===== src/rtl/instr_io_loader_if.sv =====
// Host-side bus of the instruction streamer: preload port, run control and pad drive.
// No latency of its own; pure signal bundle.
// No backpressure: the streamer paces itself off instFlag, the host only issues strobes.
interface instr_io_loader_if #(
  parameter int AW = 4
);
  logic          load_we;
  logic [AW-1:0] load_addr;
  logic [15:0]   load_data;
  logic [AW:0]   count;
  logic          start;
  logic          instFlag;
  logic [15:0]   io_out;
  logic          io_en;
  logic [AW:0]   word_idx;
  logic          busy;
  logic          done;
  logic          overrun;

  // Host / testbench side
  modport master (
    output load_we, load_addr, load_data, count, start, instFlag,
    input  io_out, io_en, word_idx, busy, done, overrun
  );

  // Streamer side
  modport slave (
    input  load_we, load_addr, load_data, count, start, instFlag,
    output io_out, io_en, word_idx, busy, done, overrun
  );
endinterface


===== src/rtl/instr_io_loader.sv =====
// Streams preloaded 16-bit words onto the io pad bus, one per instFlag rise (optional IO_LOADER_LOOP_EN: wrap forever).
// Latency: word and io_en registered on the edge that samples the rise, held HOLD cycles.
// No backpressure: a rise during a drive window only sets the sticky overrun flag and is dropped.
module instr_io_loader #(
  parameter  int DEPTH = 16,
  parameter  int HOLD  = 4,
  localparam int AW    = $clog2(DEPTH)
) (
  input logic              clk,
  input logic              reset,
  instr_io_loader_if.slave bus
);

  typedef enum logic [1:0] {
    S_IDLE  = 2'd0,
    S_ARM   = 2'd1,
    S_DRIVE = 2'd2,
    S_DONE  = 2'd3
  } state_t;

  localparam logic [AW:0] DEPTH_W   = (AW+1)'(DEPTH);
  localparam logic [7:0]  HOLD_INIT = 8'(HOLD - 1);

  state_t        state_q, state_d;
  logic          flag_q;
  logic [AW:0]   cnt_q, cnt_d;
  logic [AW:0]   idx_q, idx_d;
  logic [15:0]   io_out_q, io_out_d;
  logic          io_en_q, io_en_d;
  logic [7:0]    hold_q, hold_d;
  logic          done_q, done_d;
  logic          ovr_q, ovr_d;
  logic [15:0]   mem [DEPTH];

  logic          rise;
  logic          busy;
  logic [AW:0]   eff_cnt;
  logic [AW:0]   idx_inc;
  logic          last_word;

  assign rise      = bus.instFlag & ~flag_q;
  assign busy      = (state_q == S_ARM) || (state_q == S_DRIVE);
  assign eff_cnt   = (bus.count > DEPTH_W) ? DEPTH_W : bus.count;
  assign idx_inc   = idx_q + 1'b1;
  assign last_word = (idx_inc == cnt_q);

  // Word buffer: host writes only while not streaming; deliberately not reset
  always_ff @(posedge clk) begin
    if (bus.load_we && !busy) begin
      mem[bus.load_addr] <= bus.load_data;
    end
  end

  // State and datapath registers
  always_ff @(posedge clk) begin
    if (reset) begin
      state_q  <= S_IDLE;
      flag_q   <= 1'b0;
      cnt_q    <= '0;
      idx_q    <= '0;
      io_out_q <= '0;
      io_en_q  <= 1'b0;
      hold_q   <= '0;
      done_q   <= 1'b0;
      ovr_q    <= 1'b0;
    end else begin
      state_q  <= state_d;
      flag_q   <= bus.instFlag;
      cnt_q    <= cnt_d;
      idx_q    <= idx_d;
      io_out_q <= io_out_d;
      io_en_q  <= io_en_d;
      hold_q   <= hold_d;
      done_q   <= done_d;
      ovr_q    <= ovr_d;
    end
  end

  // Next-state selection
  always_comb begin
    state_d = state_q;
    case (state_q)
      S_IDLE, S_DONE: begin
        if (bus.start) begin
          state_d = (eff_cnt != '0) ? S_ARM : S_DONE;
        end
      end
      S_ARM: begin
        if (rise) begin
          state_d = S_DRIVE;
        end
      end
      S_DRIVE: begin
        if (hold_q == '0) begin
`ifdef IO_LOADER_LOOP_EN
          state_d = S_ARM;
`else
          state_d = last_word ? S_DONE : S_ARM;
`endif
        end
      end
      default: state_d = S_IDLE;
    endcase
  end

  // Datapath updates per state: run setup, word launch, hold countdown, flags
  always_comb begin
    cnt_d    = cnt_q;
    idx_d    = idx_q;
    io_out_d = io_out_q;
    io_en_d  = io_en_q;
    hold_d   = hold_q;
    done_d   = done_q;
    ovr_d    = ovr_q;
    case (state_q)
      S_IDLE, S_DONE: begin
        io_en_d = 1'b0;
        if (bus.start && (eff_cnt != '0)) begin
          cnt_d  = eff_cnt;
          idx_d  = '0;
          done_d = 1'b0;
          ovr_d  = 1'b0;
        end else if (bus.start) begin
`ifndef IO_LOADER_LOOP_EN
          done_d = 1'b1;
`endif
        end
      end
      S_ARM: begin
        if (rise) begin
          io_out_d = mem[idx_q[AW-1:0]];
          io_en_d  = 1'b1;
          hold_d   = HOLD_INIT;
        end
      end
      S_DRIVE: begin
        // A rise here is too early for the next word; flag it and drop it
        if (rise) begin
          ovr_d = 1'b1;
        end
        if (hold_q != '0) begin
          hold_d = hold_q - 8'd1;
        end else begin
          io_en_d = 1'b0;
          if (last_word) begin
`ifdef IO_LOADER_LOOP_EN
            idx_d  = '0;
`else
            idx_d  = idx_inc;
            done_d = 1'b1;
`endif
          end else begin
            idx_d = idx_inc;
          end
        end
      end
      default: ;
    endcase
  end

  assign bus.io_out   = io_out_q;
  assign bus.io_en    = io_en_q;
  assign bus.word_idx = idx_q;
  assign bus.busy     = busy;
  assign bus.done     = done_q;
  assign bus.overrun  = ovr_q;

endmodule


===== src/flat_wrapper.sv =====
// flat-port wrapper written by rule: the top's interface ports become plain ports
module instr_io_loader_flat 
#(
  parameter  int DEPTH = 16,
  parameter  int HOLD  = 4,
  localparam int AW    = $clog2(DEPTH)
)
  (clk, reset, bus_load_we, bus_load_addr, bus_load_data, bus_count, bus_start, bus_instFlag, bus_io_out, bus_io_en, bus_word_idx, bus_busy, bus_done, bus_overrun);
  instr_io_loader_if #(.AW((4))) bus_i ();
  input logic clk;
  input logic reset;
  input wire logic [$bits(bus_i.load_we)-1:0] bus_load_we;
  input wire logic [$bits(bus_i.load_addr)-1:0] bus_load_addr;
  input wire logic [$bits(bus_i.load_data)-1:0] bus_load_data;
  input wire logic [$bits(bus_i.count)-1:0] bus_count;
  input wire logic [$bits(bus_i.start)-1:0] bus_start;
  input wire logic [$bits(bus_i.instFlag)-1:0] bus_instFlag;
  output wire logic [$bits(bus_i.io_out)-1:0] bus_io_out;
  output wire logic [$bits(bus_i.io_en)-1:0] bus_io_en;
  output wire logic [$bits(bus_i.word_idx)-1:0] bus_word_idx;
  output wire logic [$bits(bus_i.busy)-1:0] bus_busy;
  output wire logic [$bits(bus_i.done)-1:0] bus_done;
  output wire logic [$bits(bus_i.overrun)-1:0] bus_overrun;
  assign bus_i.load_we = bus_load_we;
  assign bus_i.load_addr = bus_load_addr;
  assign bus_i.load_data = bus_load_data;
  assign bus_i.count = bus_count;
  assign bus_i.start = bus_start;
  assign bus_i.instFlag = bus_instFlag;
  assign bus_io_out = bus_i.io_out;
  assign bus_io_en = bus_i.io_en;
  assign bus_word_idx = bus_i.word_idx;
  assign bus_busy = bus_i.busy;
  assign bus_done = bus_i.done;
  assign bus_overrun = bus_i.overrun;
  instr_io_loader #(.DEPTH(DEPTH), .HOLD(HOLD)) u_core (.clk(clk), .reset(reset), .bus(bus_i));
endmodule

===== config.mk =====
export PLATFORM = sky130hd
export DESIGN_NAME = instr_io_loader_flat
export DESIGN_NICKNAME = d
export VERILOG_FILES = /design/src/rtl/instr_io_loader_if.sv /design/src/rtl/instr_io_loader.sv /design/src/flat_wrapper.sv
export SDC_FILE = /design/constraint.sdc
export NUM_CORES = 1
export LEC_CHECK = 0
export CAP_MARGIN = 0
export CORE_MARGIN = 8
export CORE_UTILIZATION = 55
export DETAILED_ROUTE_END_ITERATION = 8
export DONT_BUFFER_PORTS = 1
export PLACE_DENSITY = 0.74
export SETUP_SLACK_MARGIN = 0.2
export SLEW_MARGIN = 30
export SYNTH_ARGS = -nofsm -noshare
export SYNTH_HDL_FRONTEND = slang
export SYNTH_SLANG_ARGS = --single-unit

===== constraint.sdc =====
create_clock -name clk -period 6.4 [get_ports clk]
set_clock_uncertainty 0.2 [all_clocks]
set_input_delay 0.32 -clock clk [delete_from_list [all_inputs] [get_ports clk]]
set_output_delay 0.32 -clock clk [all_outputs]
set_load 0.05 [all_outputs]

### Word level (Yosys, flattened, before mapping)

Memory sizes are Yosys's and may differ from the RTL's. A register that Yosys moved wholly into a read port is not among the register bits.
Index checks and enable logic that the tools add are counted.

* bits in registers: 24
* RAM bits: 256
* input bits: 30
* output and inout bits: 25
* word-level logic and storage cells: 71
* memories: 1

* $add $sub $neg: 2
* magnitude comparators: 1
* equality and inequality tests: 13
* multiplexer cells: 25
* bitwise gates (word level): 2
* reductions and logical operators: 19

Memory list
* u_core.mem: words 16, width 16, rd ports 1, clocked after Yosys merged registers in 1, write ports 1, line instr_io_loader.sv:33 `logic [15:0] mem [DEPTH];`

Operators with widths (count)
* 2-to-1 mux 8 bit: 2
* one-hot mux 8 bit (2 select lines): 1
* 2-to-1 mux 5 bit: 3
* AND reduction 3 bit: 4
* 2-to-1 mux 2 bit: 5
* one-hot mux 5 bit (2 select lines): 1
* 2-to-1 mux 1 bit: 9
* logical NOT 8 bit: 1
* inequality test 2 x 1 -> 1 bit (second input constant): 4
* inequality test 2 bit (second input constant): 4
* nonzero test 8 bit: 1
* subtractor 8 x 1 -> 8 bit (second input constant): 1
* one-hot mux 2 bit (3 select lines): 1
* AND reduction 2 bit: 3
* adder 5 x 1 -> 5 bit (second input constant): 1
* == test 5 bit: 1
* greater-than comparator 5 bit (second input constant): 1
* nonzero test 5 bit: 1
* == test 2 bit (second input constant): 2
* one-hot mux 1 bit (2 select lines): 2
* AND reduction 4 bit: 1
* nonzero test 2 bit: 2
* inequality test 3 x 2 -> 1 bit (second input constant): 1
* one-hot mux 1 bit (3 select lines): 1
* other kinds (8): 9

### Depth between registers and ports, before layout

* depth after elaboration: 6
* mapped depth: 8
* depth with buffers taken out: 7

### Worst setup path after synthesis

No wires, ideal clock.

* kind: reg-to-reg
* start point: register u_core.state_q[0]
* end point: memory u_core.mem[0][0], enable pin
* arrival time: 2547 ps
* data required time: 5791 ps
* slack: 3243 ps
* cell stages (with the launch flop): 7
* path buffers: 1
* period minus slack after synthesis: 3157 ps
* path through: dfxtp_1 > inv_1 > ha_1 > clkbuf_1 > nand2_1 > or3_1 > nor3_1

* longest elaborated chain between the ends: 6
* elaborated cells between the ends (all ways): 7
* those cells by class: 2 x eq/ne; 2 x mux; 3 x reduce/logical

Ends and longest elaborated chain
* from (decl): line instr_io_loader.sv:24 `state_t state_q, state_d;`
* from (signal assigned): line instr_io_loader.sv:67 `state_q <= state_d;`
* == test 2 x 1 -> 1 bit or == test 2 bit (tied branches): line instr_io_loader.sv:42 `assign busy = (state_q == S_ARM) || (state_q == S_DRIVE);`
* logical OR 1 bit *: line instr_io_loader.sv:42
* logical NOT 1 bit *: line instr_io_loader.sv:49 `if (bus.load_we && !busy) begin`
* logical AND 1 bit *: line instr_io_loader.sv:49
* 2-to-1 mux 1 bit *: line instr_io_loader.sv:49
* 2-to-1 mux 1 bit (implied by the code) *: line instr_io_loader.sv:50 `mem[bus.load_addr] <= bus.load_data;`
* to (decl): line instr_io_loader.sv:33

Mark *: on every way between the ends. The rest lies on a longest branch, timed or not.

### Worst setup path in the final report

* start point: register u_core.state_q[0]
* end point: memory u_core.mem[1][13], enable pin

Same word-level chain as after synthesis.

==> metrics.md <==
| Metric | Value |
|---|---|
| Io pins | `55` |
| WP data required | `6.38 ns` |
| Clock-pin slew on the worst setup and hold paths | `0.06 ns` |
| Port bufs | `0` |
| Global Route Usage Sum | `19.1%` |
| Antenna cells | `0` |
| Post-synthesis sequential area ratio | `73.3%` |
| Synth unique cells | `52` |
| CTS tree | `done` |
| Die extent in y | `161 um` |
| Area Growth Syn to Fin | `14.9%` |
| EDFF count, synth | `256` |
| Final Cycle Share | `50.3%` |
| Core Footprint | `20,800 um^2` |
| Synthesized area | `11,600 um^2` |
| H-tree depth | `1` |
| DRT antenna net count | `0` |
| Vias per cell | `6.29` |
| Crit-path max cell delay | `0.88 ns` |
| VDD IR max | `285 uV` |
| Fin crit period | `3.22 ns` |
| Status | `finished, final reports clean` |
| Nets | `702` |
| Relative slew margins | `42.2%` |
| Hold Path Class | `in -> reg` |
| Vias in the first global route | `6,215` |
| Hold Fails Final Rpt | `0` |
| CP Max Fanout | `12` |
| Cell Rows | `53` |
| WL per Instance | `25.8 um` |
| Worst path cell trace | `inv_1 > ha_1 > nand2_1 > nor2_1 > nand2_1 > nor3_2 > dlygate4sd3_1` |
| Drt pass-1 iters | `5` |
| Crit-path most repeated cell | `nand2_1` |
| Clock tree buffer depth | `3` |
| Max Fclk | `311 MHz` |
| Average size of a mapped cell | `18.9 um^2` |
| Total CTS buffers | `30` |
| Crit. End Element | `flop` |
| Die ar. | `26,000 um^2` |
| Final non-filler cell total | `965` |
| Power consumption | `4.57 mW` |
| Setup TNS Final | `0 ns` |
| Slowest stage cell, crit path | `dlygate4sd3_1` |
| Initial antenna violation count | `0` |
| Syn nets | `650` |
| Slew Viols, Final | `0` |
| Final core utilization | `64.0%` |
| Prevailing post-synth register cell | `edfxtp_1` |
| Grt total ovfl | `0` |
| Worst-Skew Late Latency | `0.55 ns` |
| Critical path buffer and inverter count | `2` |
| P per Cell Area | `343 nW/um^2` |
| Total routed wirelength | `24,900 um` |
| Crit path kind | `reg -> reg` |
| Filler Cell Count | `1,407` |
| Dpl cells | `876` |
| Yosys reg bits | `296` |
| Detailed Place HPWL | `14,600 um` |
| Crit path launch type | `flop` |
| Starting DRT DRC Count | `786` |
| RSZ-0062 raised after global routing | `no` |
| Routability cong. | `0.878` |
| Asr flop ratio synth | `0%` |
| Initial Utilization | `55.6%` |
| Final setup violation count | `0` |
| DR vias | `6,072` |
| Synth Warn # | `0` |
| Lkg Pwr | `4.24 nW` |
| DRC violations left | `0` |
| Die Span X | `161 um` |
| Share of cells above drive strength 1 | `22.8%` |
| Data arrival, critical path | `3.20 ns` |
| Worst-Margin Slew | `0.866 ns` |
| Top delay family on crit path | `buffers and inverters` |
| Max-cap violations | `0` |
| Post-synthesis cell count | `614` |
| Pin count of the biggest net entering global routing | `45` |
| First-pass GRT wire length | `37,800 um` |
| # clock sinks | `296` |
| Root buffer cell | `clkbuf_16` |
## cells by family (layout without fill, tap and decap cells)
kind of cell    Yosys count  count (layout)  share of synthesized area (%)
compound gates           65              65                           4.03
simple gates            120             120                           5.47
flops                   296             296                           73.3
xor+xnor                 12              12                          0.907
mux                      81              81                           13.9
fa+ha+maj                 6               6                          0.648
buf+inv                  34             110                           1.78
## worst paths after layout
path / slack [ns] / to / startpoint / cells after the start
min reg2reg: 0.30 / u_core.cnt_q[0]$_SDFFE_PP0P_ / u_core.cnt_q[0]$_SDFFE_PP0P_ / 2
max: 3.18 / u_core.mem[1][13]$_DFFE_PP_ / u_core.state_q[0]$_SDFFE_PP0P_ / 7
max reg2reg: 3.18 / u_core.mem[1][13]$_DFFE_PP_ / u_core.state_q[0]$_SDFFE_PP0P_ / 7
min: 0.03 / u_core.mem[0][7]$_DFFE_PP_ / bus_load_addr[2] / 2
## layout make-up
| cell class | count | area, um^2 | share of cell area (%) |
|---|---|---|---|
| Clock inverter | 11 | 104 | 0.780 |
| Tap cell | 275 | 344 | 2.58 |
| Multi-Input combinational cell | 284 | 2970 | 22.3 |
| Sequential cell | 296 | 8500 | 63.8 |
| Clock buffer | 45 | 898 | 6.74 |
| Inverter | 7 | 26.3 | 0.197 |
| Timing Repair Buffer | 47 | 478 | 3.59 |
## cell usage after synthesis (all sizes together), types with 3 or more instances
cell type	instances	share of area, %
a21oi	15	0.75
a22oi	16	1.0
buf	21	1.3
clkbuf	6	0.21
dfxtp	40	6.9
edfxtp	256	66
ha	6	0.65
inv	7	0.23
mux2i	17	1.5
mux4	64	12
nand2	34	1.1
nand2b	4	0.22
nand3	11	0.52
nand4	6	0.32
nand4b	5	0.38
nor2	31	1.0
nor2b	6	0.35
nor3	9	0.49
nor4	3	0.22
o211ai	18	1.2
o21ai	5	0.22
xnor2	3	0.23
xor2	9	0.68
## per-stage QoR
| step | setup WS (ns) | hold WS [ns] | cell area, um^2 |
|---|---|---|---|
| floorplan | 3.24 | 0.219 | 11600 |
| global placement | 3.34 | 0.180 | 11900 |
| detailed placement | 3.31 | 0.180 | 12000 |
| CTS | 3.20 | 0.00349 | 13300 |
| global route | 3.00 | 0.0126 | 13300 |
| finish | 3.18 | 0.0254 | 13300 |
## state kept, by name, indices dropped and copies added, names as in the netlist
signal,flops
u_core.hold_q,8
u_core.bus.io_out,16
u_core.bus.done,1
u_core.bus.overrun,1
u_core.mem,256
u_core.bus.io_en,1
u_core.bus.word_idx,5
u_core.cnt_q,5
u_core.state_q,2
u_core.flag_q,1
## layout by cell type (no fill, tap or decap), types with 3 or more instances in the layout
master and n:
buf_4 12, a21oi_2 3, o211ai_1 18, clkbuf_16 31, mux2i_1 17, o21ai_1 3
mux4_2 64, clkbuf_8 7, a21oi_1 12, nor2_4 8, nand4_1 6, nor2b_1 5
ha_1 6, nand3_1 10, clkbuf_1 7, nor3_2 4, nand4b_1 5, nand2b_1 4
nor2_1 21, clkinv_2 5, edfxtp_1 256, a22oi_1 16, xnor2_1 3, clkinv_1 3
inv_1 5, dfxtp_1 38, dlygate4sd3_1 32, nand2_1 34, nor3_1 4, xor2_1 9
## power by group
| part | internal [mW] | total [mW] | switching, mW |
|---|---|---|---|
| Sequential | 2.18 | 2.31 | 0.125 |
| Combinational | 0.185 | 0.529 | 0.344 |
| Clock | 1.04 | 1.74 | 0.691 |
## what timing repair did
action,in CTS,in global routing
gates resized for setup,0,0
setup buffers,0,0
hold endpoints to repair,283,0
hold buffers,32,0
## layer usage
layer  global-route usage, %  part of all wire [%]  wire length (um)  vias up
met5                       0                     0                 0        -
met3                    3.44                   7.2              1790       50
met1                    26.5                    41             10300     3150
met4                    6.65                   2.7               672        0
li1                        -                     -                 -     2601
met2                    30.2                    49             12100      271
(Power assumes the default switching activity.)
